--- config.mk ---
export PLATFORM = sky130hd
export DESIGN_NAME = median_window_reader
export DESIGN_NICKNAME = d
export VERILOG_FILES = /design/src/rtl/median_pkg.sv /design/src/rtl/window_col_shift.sv /design/src/rtl/median_window_reader.sv
export SDC_FILE = /design/constraint.sdc
export NUM_CORES = 1
export LEC_CHECK = 0
export BUFFER_PORTS_ARGS = -buffer_cell sky130_fd_sc_hd__buf_2
export CAP_MARGIN = 10
export CORE_MARGIN = 1.5
export CORE_UTILIZATION = 40
export CTS_CLUSTER_DIAMETER = 80
export DETAILED_ROUTE_END_ITERATION = 10
export SYNTH_ARGS = -nofsm -noshare
export SYNTH_HDL_FRONTEND = slang
export SYNTH_SLANG_ARGS = --single-unit
--- constraint.sdc ---
create_clock -name CLK -period 3.76 [get_ports CLK]
set_input_delay 0.752 -clock CLK [delete_from_list [all_inputs] [get_ports CLK]]
set_output_delay 0.752 -clock CLK [all_outputs]
set_load 0.02 [all_outputs]
--- src/rtl/median_pkg.sv ---
// -----------------------------------------------------------------------------
// median_pkg
// Shared constants, types and helpers for the median-filter window reader.
//   WIN_DIM  : side length of the square neighbourhood (3)
//   WIN_TAPS : number of taps in one window (9)
//   CTR_TAP  : tap index of the window centre (4)
//   state_t  : reader FSM states {IDLE, STREAM, DONE}
//   tap_idx  : flat tap index of line i (0 = oldest) and column j (0 = oldest)
// -----------------------------------------------------------------------------
package median_pkg;

    localparam int WIN_DIM  = 3;
    localparam int WIN_TAPS = WIN_DIM * WIN_DIM;
    localparam int CTR_TAP  = 4;

    typedef enum logic [1:0] {
        ST_IDLE   = 2'd0,
        ST_STREAM = 2'd1,
        ST_DONE   = 2'd2
    } state_t;

    function automatic int tap_idx(input int i, input int j);
        return WIN_DIM * i + j;
    endfunction

endpackage

--- src/rtl/window_col_shift.sv ---
// -----------------------------------------------------------------------------
// window_col_shift
// 3 lines x 3 columns of pixel registers forming the neighbourhood. On every
// enabled cycle each line shifts one column towards j=0 and the newest column
// (j=2) is loaded from the three vertically aligned row taps.
// Ports:
//   clk      : clock, rising edge
//   clr_ni   : synchronous active-low clear of all taps
//   en_i     : shift enable (one accepted pixel)
//   row0_i   : current line pixel  -> line i=2 (bottom)
//   row1_i   : one line earlier    -> line i=1
//   row2_i   : two lines earlier   -> line i=0 (top, oldest)
//   taps_o   : all 9 taps, tap k=3*i+j at [Datawidth*k +: Datawidth]
// -----------------------------------------------------------------------------
module window_col_shift
    import median_pkg::*;
#(
    parameter int Datawidth = 8
) (
    input  logic                          clk,
    input  logic                          clr_ni,
    input  logic                          en_i,
    input  logic [Datawidth-1:0]          row0_i,
    input  logic [Datawidth-1:0]          row1_i,
    input  logic [Datawidth-1:0]          row2_i,
    output logic [WIN_TAPS*Datawidth-1:0] taps_o
);

    logic [Datawidth-1:0] line_in [WIN_DIM];
    logic [Datawidth-1:0] tap_q   [WIN_DIM][WIN_DIM];
    logic [Datawidth-1:0] tap_d   [WIN_DIM][WIN_DIM];

    // The oldest line sits at the top of the window.
    assign line_in[0] = row2_i;
    assign line_in[1] = row1_i;
    assign line_in[2] = row0_i;

    for (genvar gi = 0; gi < WIN_DIM; gi++) begin : g_line
        for (genvar gj = 0; gj < WIN_DIM; gj++) begin : g_col
            if (gj == WIN_DIM - 1) begin : g_load
                assign tap_d[gi][gj] = line_in[gi];
            end else begin : g_shift
                assign tap_d[gi][gj] = tap_q[gi][gj+1];
            end
            assign taps_o[Datawidth*tap_idx(gi, gj) +: Datawidth] = tap_q[gi][gj];
        end
    end

    always_ff @(posedge clk) begin
        for (int i = 0; i < WIN_DIM; i++) begin
            for (int j = 0; j < WIN_DIM; j++) begin
                if (!clr_ni) begin
                    tap_q[i][j] <= '0;
                end else if (en_i) begin
                    tap_q[i][j] <= tap_d[i][j];
                end
            end
        end
    end

endmodule

--- src/rtl/median_window_reader.sv ---
// -----------------------------------------------------------------------------
// median_window_reader
// Read end of the median-filter line-delay chain. Assembles a 3x3 window from
// three vertically aligned row taps, tracks raster position and flags windows
// that lie completely inside the image, one cycle after the completing pixel.
// Ports:
//   CLK        : clock, rising edge
//   CLR        : synchronous active-low reset
//   WE         : pixel strobe, Row0..Row2 consumed this cycle
//   Row0       : current pixel (line r)
//   Row1       : same column, line r-1
//   Row2       : same column, line r-2
//   Win        : 9-tap window, tap k=3*i+j (i=0 top line, j=0 leftmost column)
//   Win_valid  : 1-cycle pulse, Win is a complete in-image window
//   Ctr_col    : column of the window centre
//   Ctr_row    : line of the window centre
//   Frame_done : 1-cycle pulse, last pixel of the frame consumed
// -----------------------------------------------------------------------------
module median_window_reader
    import median_pkg::*;
#(
    parameter int IMG_W     = 12,
    parameter int IMG_H     = 12,
    parameter int Datawidth = 8
) (
    input  logic                          CLK,
    input  logic                          CLR,
    input  logic                          WE,
    input  logic [Datawidth-1:0]          Row0,
    input  logic [Datawidth-1:0]          Row1,
    input  logic [Datawidth-1:0]          Row2,
    output logic [WIN_TAPS*Datawidth-1:0] Win,
    output logic                          Win_valid,
    output logic [$clog2(IMG_W)-1:0]      Ctr_col,
    output logic [$clog2(IMG_H)-1:0]      Ctr_row,
    output logic                          Frame_done
);

    localparam int CW = $clog2(IMG_W);
    localparam int RW = $clog2(IMG_H);

    state_t          state_q, state_d;
    logic [CW-1:0]   col_q, col_d;
    logic [RW-1:0]   row_q, row_d;
    logic            valid_q, valid_d;
    logic            done_q, done_d;
    logic [CW-1:0]   ctr_col_q;
    logic [RW-1:0]   ctr_row_q;
    logic            in_window;
    logic            last_pix;

    // Position of the pixel being presented (pre-increment).
    assign in_window = (row_q >= RW'(2)) && (col_q >= CW'(2));
    assign last_pix  = (col_q == CW'(IMG_W - 1)) && (row_q == RW'(IMG_H - 1));

    window_col_shift #(
        .Datawidth (Datawidth)
    ) u_col_shift (
        .clk    (CLK),
        .clr_ni (CLR),
        .en_i   (WE),
        .row0_i (Row0),
        .row1_i (Row1),
        .row2_i (Row2),
        .taps_o (Win)
    );

    // ---------------- FSM: state register ----------------
    always_ff @(posedge CLK) begin
        if (!CLR) begin
            state_q <= ST_IDLE;
        end else begin
            state_q <= state_d;
        end
    end

    // ---------------- FSM: next state ----------------
    // A strobe in IDLE or DONE is pixel (0,0) of a new frame, so both go to STREAM.
    always_comb begin
        state_d = state_q;
        case (state_q)
            ST_IDLE:   if (WE) state_d = ST_STREAM;
            ST_STREAM: if (WE && last_pix) state_d = ST_DONE;
            ST_DONE:   state_d = WE ? ST_STREAM : ST_IDLE;
            default:   state_d = ST_IDLE;
        endcase
    end

    // ---------------- FSM: outputs ----------------
    // Outside STREAM the counters are at (0,0), which can never complete a
    // window, so only STREAM decodes the position.
    always_comb begin
        valid_d = 1'b0;
        done_d  = 1'b0;
        case (state_q)
            ST_STREAM: begin
                valid_d = WE && in_window;
                done_d  = WE && last_pix;
            end
            default: begin
                valid_d = 1'b0;
                done_d  = 1'b0;
            end
        endcase
    end

    // ---------------- raster position ----------------
    always_comb begin
        col_d = col_q;
        row_d = row_q;
        if (WE) begin
            if (col_q == CW'(IMG_W - 1)) begin
                col_d = '0;
                row_d = (row_q == RW'(IMG_H - 1)) ? '0 : row_q + RW'(1);
            end else begin
                col_d = col_q + CW'(1);
            end
        end
    end

    always_ff @(posedge CLK) begin
        if (!CLR) begin
            col_q     <= '0;
            row_q     <= '0;
            valid_q   <= 1'b0;
            done_q    <= 1'b0;
            ctr_col_q <= '0;
            ctr_row_q <= '0;
        end else begin
            col_q   <= col_d;
            row_q   <= row_d;
            valid_q <= valid_d;
            done_q  <= done_d;
            // Centre is one column left and one line up of the completing pixel.
            if (valid_d) begin
                ctr_col_q <= col_q - CW'(1);
                ctr_row_q <= row_q - RW'(1);
            end
        end
    end

    assign Win_valid  = valid_q;
    assign Frame_done = done_q;
    assign Ctr_col    = ctr_col_q;
    assign Ctr_row    = ctr_row_q;

endmodule

After elaboration in Yosys (flattened, before gate mapping)

Memory sizes are Yosys's and may differ from the RTL's.
Index checks and enable logic that the tools add are counted.

Add/subtract/negate cells: 4
$lt $le $gt $ge: 2
Eq/ne operators: 6
Multiplexer cells: 20
Bitwise logic cells: 9
Reduce and logical (&&, ||, !) cells: 8

Operators by type and width:

| kind                | number |
|---|---|
| $mux 8              | 9 |
| $or 1x1->1          | 9 |
| $add 4x1->4 const B | 2 |
| $eq 4x4->1 const B  | 2 |
| $ge 4x2->1 const B  | 2 |
| $mux 4              | 2 |
| $sub 4x1->4 const B | 2 |
| $mux 1              | 6 |
| $pmux 2 s3          | 1 |
| $reduce_and 2->1    | 3 |
| $logic_and 1x1->1   | 4 |
| $mux 2              | 2 |
| $ne 2x2->1 const B  | 2 |
| $eq 2x1->1 const B  | 1 |
| $eq 2x2->1 const B  | 1 |
| $logic_not 2->1     | 1 |

Register bits: 20
Memory bits (writable): 72
Word-level logic and storage cells: 57
Memories kept: 1

Memories:

| name              | words | bits a word | rd ports | clocked after memory_dff | write ports | line                   | source |
|---|---|---|---|---|---|---|---|
| u_col_shift.tap_q | 3     | 24          | 3        | 0                        | 3           | window_col_shift.sv:30 | `logic [Datawidth-1:0] tap_q [WIN_DIM][WIN_DIM];` |

Depth between registers and ports, before layout

Gate-level depths: netlist of the first run.

Depth in word-level cells: 5
Depth in mapped cells: 7
Gate-level depth less buffers: 5

Modules after synthesis

Synthesis of the first run repeated with hierarchy kept, for this count alone.

Cells, all modules: 264
Area, all modules: 3,694.8 um^2

Modules (own cells, without submodules):

| module               | instances | cells each | area an instance (um^2) |
|---|---|---|---|
| window_col_shift     | 1         | 160        | 2,696.3 |
| median_window_reader | 1         | 104        | 998.5 |

Least setup slack after synthesis of the first run

Ideal clock, no wire load.

Path type: input to register
From: input WE
To: memory u_col_shift.tap_q[0][0] (netlist bit), enable pin
Library setup time: 0.442 ns
Arrival time: 3.052 ns
Slack: 0.266 ns
Stages: 3
Buffers on the path: 2
Cell sequence: clkbuf_1 -> clkbuf_1 -> nand2b_1

RTL lines:

| item            | line                       | source |
|---|---|---|
| start, declared | median_window_reader.sv:28 | `input logic WE,` |
| end, declared   | window_col_shift.sv:30     |  |

==> run summary, run 1 <==
## Outcome
• outcome: complete, no violations

## GRT
• maximum number of pins on one net before global-route repair: 79
• via count of the first global-routing pass: 2139
• first-pass GRT wire length: 10.87 mm
• initial antenna violation count: 0
• global-route usage over all layers: 14.30%
• Overflow after GRT: 0

## Yosys
• post-synth top area share: 59.34%
• cell type with the highest aggregate area in the netlist: edfxtp_1
• fraction of synthesized area in multiplexers: 0.8242%
• Simple-Gate Fraction of Synth Area: 17.58%
• syn_nets: 296
• adder-cell share of the synthesized area: 2.060%
• count of distinct cell types in the synthesized netlist: 31
• number of warning messages in the yosys log: 0
• most area-consuming cells after synthesis: edfxtp_1 59%, and3_1 13%, dfxtp_1 11%, ha_1 2.1%, clkbuf_1 2.0%
• combinational family with the most area after synthesis: simple AND/OR/NAND/NOR gates
• netlist area before placement: 3643 sq um
• Compound-Gate Fraction of Synth Area: 4.155%
• share of synthesized area occupied by flip-flops and latches: 70.33%
• synthesized area divided by synthesized cell count: 13.85 sq um
• fraction of synthesized cell area in xor and xnor cells: 1.202%
• post-synthesis sequential element count: 92
• instance count of the mapped netlist: 263

## Floorplanning
• Cell Rows: 34
• Die W: 98.44 um
• area of the die: 9690 sq um
• Starting Density: 41.58%
• io pins: 109
• placeable core area: 8763 sq um
• y dimension of the die: 98.44 um

## Clocking
• Max Buffers Root-to-Sink: 2
• Clock Latency Late Sink: 340 ps
• count of clock tree sinks: 92
• post_cts resized: 0
• Clk pin slew, worst setup/hold paths: 80 ps
• clock tree root buffer cell: clkbuf_8
• CTS buffer count: 9
• CTS tree: built
• quantity of hold-fixing buffers added after cts: 0
• buffers inserted by post-CTS timing repair: 0
• H-tree level count: 3

## STA
• worst rel slew slack: 37.20%
• Final min period: 2159 ps
• max frequency: 463.1 MHz
• final count of hold timing violations: 0
• final hold slack: 480.8 ps
• max-slew violation count: 0
• worst-case setup margin in the final layout: 1601 ps
• pin slew with the least headroom to its limit: 942.0 ps
• post-route clock skew: 11.29 ps
• number of setup violations in the final report: 0
• unrepaired setup endpoints after global routing: false
• aggregate negative setup slack: 0 ps
• part of the cycle the worst path needs: 57.43%

## Place
• Setup WS pre-CTS: 1206 ps
• gpl congestion: 0.7015
• number of port buffers: 108
• DP HPWL: 4.429 mm
• DP Area: 4228 sq um

## Power and ir drop
• Clk network pwr share: 34.0%
• Sw Ratio: 23.54%
• Combinational Power Share: 10.2%
• register share of total power: 55.8%
• maximum resistive drop on vdd: 185.8 uV
• power density of the placed cells: 477.1 nW/um^2
• Leak Pwr: 2.163 nW
• switching power summed over all nets: 0.4994 mW
• internal power contribution: 1.622 mW

## Worst setup path
• crit-path max FO: 72
• kind of capture point of the worst setup path: register
• biggest cell delay along the critical path: 870 ps
• CP bufs+invs: 1
• category of the most critical setup path: in2reg
• cells along the critical path: buf_2 -> nand2b_4
• CP arrival: 2130 ps
• critical path launch point type: primary input
• data required time at the worst endpoint: 3730 ps
• Largest delay share family, worst path: simple AND/OR/NAND/NOR gates
• slowest library cell on the worst path: nand2b_4

## Drt
• number of iterations in the first detailed-routing pass: 5
• Vias: 2364
• final routed wire length divided by cell count: 14.62 um
• number of nets still failing antenna checks after routing: 0
• count of unresolved DRC violations after routing: 0
• total wire length: 6.916 mm
• first-iteration detailed-routing DRC count: 99
• detailed-route vias per instance: 4.998

## Layout
• most common library cell in the layout ignoring fill and taps: buf_2
• Post-layout nets: 393
• final design instance area without fill: 4447 sq um
• share of post-route cells with drive strength above 1: 35.07%
• utilization of the core after routing: 50.74%
• signed area change from the synthesized netlist to the final layout: 22.05%
• antenna diode count: 0
• most used cells in the layout excluding fill and tap cells: 108 x buf_2, 73 x and3_1, 72 x edfxtp_1, 20 x dfxtp_1, 10 x clkbuf_8

## Flow run
• max-cap viol count: 0

## Hold path
• Worst Hold Class: reg2reg

==> state kept, by name, summed over array words and instances, names as in the netlist <==
signal,cells
state_q,2
Ctr_row,4
Ctr_col,4
u_col_shift.tap_q,72
Frame_done,1
row_q,4
col_q,4
Win_valid,1
==> worst paths after layout <==
path	from	end	slack, ps	depth (start not counted)
worst min-delay path	state_q[0]	state_q[0]	480	1
worst max register to register	row_q[0]	Ctr_col[2]	1890	5
worst max-delay path	WE	u_col_shift.tap_q[1][4]	1600	2
worst min register to register	state_q[0]	state_q[0]	480	1
==> worst reg2reg max path, stage by stage (launching register included) <==
cell	delay, ps
dfxtp_1	430
inv_1	110
ha_1	190
or4_1	580
and3_4	260
a211oi_1	220
==> power by group through the flow <==
| stage | Combinational (mW) | Clock [mW] | Sequential, mW |
|---|---|---|---|
| detailed placement | 0.220 | 0 | 1.21 |
| floorplan | 0.0678 | 0 | 1.28 |
| global route | 0.235 | 0.781 | 1.19 |
| finish | 0.217 | 0.722 | 1.18 |
| global placement | 0.218 | 0 | 1.20 |
| CTS | 0.220 | 0.743 | 1.18 |
==> cells by family after synthesis <==
logic type               Yosys count
XOR/XNOR                           5
adder cells (fa/ha/maj)            6
AO/OA/AOI/OAI                     23
buffers and inverters             31
flip-flops                        92
AND/OR/NAND/NOR                  103
multiplexers                       3
==> synthesized netlist by cell type <==
master	n
buf_1	1
nand3_1	2
or4_4	1
a31oi_1	8
clkbuf_1	19
and2_2	1
nor3_1	4
nor2b_1	2
inv_1	7
nor2_1	5
a211oi_1	8
o21ai_0	2
edfxtp_1	72
a21oi_1	3
nand3b_1	5
or4_1	1
o22ai_1	1
buf_6	3
nand2b_1	2
and3_1	73
xnor2_1	5
o311a_1	1
and3_4	1
dfxtp_1	20
mux2i_1	3
clkbuf_2	1
nand2_1	3
nand4_1	1
ha_1	6
and3b_1	1
nand4b_1	1
==> cell type report <==
class	instances	area, sq um
clock buffer	12	145.1
sequential	92	2562
timing repair buffer	110	555.5
multi-input combinational	140	948.4
clock inverter	4	73.82
fill	809	4317
tap	108	135.1
inverter	7	26.28
==> through the flow <==
step                      cells  total power, mW
final                       473            2.121
after global routing        473            2.206
after CTS                   473            2.147
after detailed placement    457            1.427
after global placement      457            1.422
after floorplan             263            1.347
==> routing by layer <==
metal	GRT usage (%)	routed length, um	vias up
li1	-	-	1176
met1	19.94	3161	1109
met2	20.71	3230	67
met3	3.475	369	12
met4	7.692	155	0
met5	0	0	-
No activity file was read; power rests on OpenSTA's default activity.
==> run 2: changes to the inputs <==
PLACE_DENSITY = 0.67   (was default)
clock period = 1.93 ns   (was 3.76 ns; I/O delays follow)
==> run 2 against run 1 <==
  * Critical path depth grew 3
  * Clock-buffer cell count shrank 2
  * Via count grew 2.4%
  * Routed wire length grew 5.3%
  * Worst hold slack lost 140 ps
  * Cell count grew 1.1%
  * Core utilization is essentially flat
  * Critical endpoint is now Ctr_col[1]
  * Sequential cell count is the same
  * First-iteration DRC count grew 9.1%
==> run summary, run 2 (synthesis gave the netlist of run 1 again) <==
## GRT
• first-pass GRT wire length: 11.39 mm
• global-route usage over all layers: 15.11%
• initial antenna violation count: 0
• Overflow after GRT: 0
• maximum number of pins on one net before global-route repair: 55
• via count of the first global-routing pass: 2247

## Clocking
• Clk pin slew, worst setup/hold paths: 100 ps
• Clock Latency Late Sink: 350 ps
• clock tree root buffer cell: clkbuf_8
• quantity of hold-fixing buffers added after cts: 0
• H-tree level count: 3
• CTS buffer count: 9
• buffers inserted by post-CTS timing repair: 0
• CTS tree: built
• count of clock tree sinks: 92
• post_cts resized: 0
• Max Buffers Root-to-Sink: 2

## Floorplanning
• io pins: 109
• placeable core area: 8763 sq um
• Starting Density: 41.58%
• Cell Rows: 34
• y dimension of the die: 98.44 um
• Die W: 98.44 um
• area of the die: 9690 sq um

## STA
• max frequency: 553.8 MHz
• pin slew with the least headroom to its limit: 435.9 ps
• unrepaired setup endpoints after global routing: false
• max-slew violation count: 0
• Final min period: 1806 ps
• final count of hold timing violations: 0
• aggregate negative setup slack: 0 ps
• worst rel slew slack: 70.79%
• number of setup violations in the final report: 0
• part of the cycle the worst path needs: 93.56%
• post-route clock skew: 13.10 ps

## Layout
• share of post-route cells with drive strength above 1: 35.68%
• number of flip-flops under the largest register name: 72
• register with the most flip-flops: u_col_shift.tap_q
• Non-Filler Instances: 478
• most common library cell in the layout ignoring fill and taps: buf_2
• signed area change from the synthesized netlist to the final layout: 21.98%
• antenna diode count: 0
• Post-layout nets: 398
• final design instance area without fill: 4444 sq um
• most used cells in the layout excluding fill and tap cells: 108 x buf_2, 73 x and3_1, 72 x edfxtp_1, 20 x dfxtp_1, 9 x clkbuf_8

## Place
• DP Area: 4278 sq um
• gpl congestion: 0.7298
• number of port buffers: 108
• placed insts: 462
• DP HPWL: 4.893 mm

## Power and ir drop
• power density of the placed cells: 869.9 nW/um^2
• Leak Pwr: 2.156 nW
• maximum resistive drop on vdd: 351.5 uV

## Drt
• total wire length: 7.284 mm
• number of iterations in the first detailed-routing pass: 4
• final routed wire length divided by cell count: 15.24 um
• Vias: 2421
• count of unresolved DRC violations after routing: 0
• first-iteration detailed-routing DRC count: 108
• detailed-route vias per instance: 5.065
• number of nets still failing antenna checks after routing: 0

## Flow run
• max-cap viol count: 0

## Worst setup path
• critical path launch point type: register
• crit-path max FO: 9
• kind of capture point of the worst setup path: register
• CP arrival: 2070 ps
• data required time at the worst endpoint: 2190 ps
• category of the most critical setup path: reg2reg

## Hold path
• Worst Hold Class: in2reg

## Outcome
• outcome: complete, no violations

[run 2: cell types whose count changed in the layout (fill, tap and decap cells not counted), sizes merged]
cell / change
bufinv: -2
buf: +5
inv: +1
clkinvlp: +3
clkbuf: -2
[run 2: path summary, 6_finish.rpt]
check | end | slack [ps] | from | cells after the start
worst max register to register | Ctr_col[1] | 120 | col_q[0] | 5
worst min register to register | state_q[0] | 480 | state_q[0] | 1
worst max-delay path | Ctr_col[1] | 120 | col_q[0] | 5
worst min-delay path | u_col_shift.tap_q[2][5] | 340 | Row0[5] | 2
[run 2: where the power goes]
group | switching [mW] | internal [mW] | leakage (nW)
Combinational | 0.292 | 0.145 | 1.13
Clock | 0.662 | 0.465 | 0.0740
Sequential | 0.0486 | 2.25 | 0.952
[run 2: layer usage]
layer | track usage [%] | vias up | share of wire [%]
met5 | 0 | - | 0
met4 | 8.126 | 0 | 2.4
met3 | 3.617 | 14 | 6.0
met2 | 22.13 | 88 | 44
met1 | 20.89 | 1134 | 47
li1 | - | 1185 | -
[run 2: per-stage QoR]
step                      power, mW  utilization [%]  hold slack, ps  worst slack (ps)
final                         3.866            50.71           344.8             124.3
after global routing          4.023            50.71           333.2             8.401
after CTS                     3.905            50.71           330.2             132.5
after detailed placement      2.791            48.82           466.7             150.0
after global placement        2.781            48.82           458.5             242.3
after floorplan               2.621                -           446.1             21.05
[run 2: area by class of cell]
cell class              instances  area [sq um]
fillers                       782          4319
clock buffers                  10         127.6
clock inverters                 6         38.79
repair buffers                115         605.6
well taps                     108         135.1
flip-flops and latches         92          2562
multi-input cells             140         948.4
inverters                       7         26.28
[run 2: worst max-delay path, cell delays in order (launching register included)]
cell and delay, ps:
dfxtp_1 430, inv_1 110, ha_1 210, or4_4 490
and3_4 240, a211oi_1 240
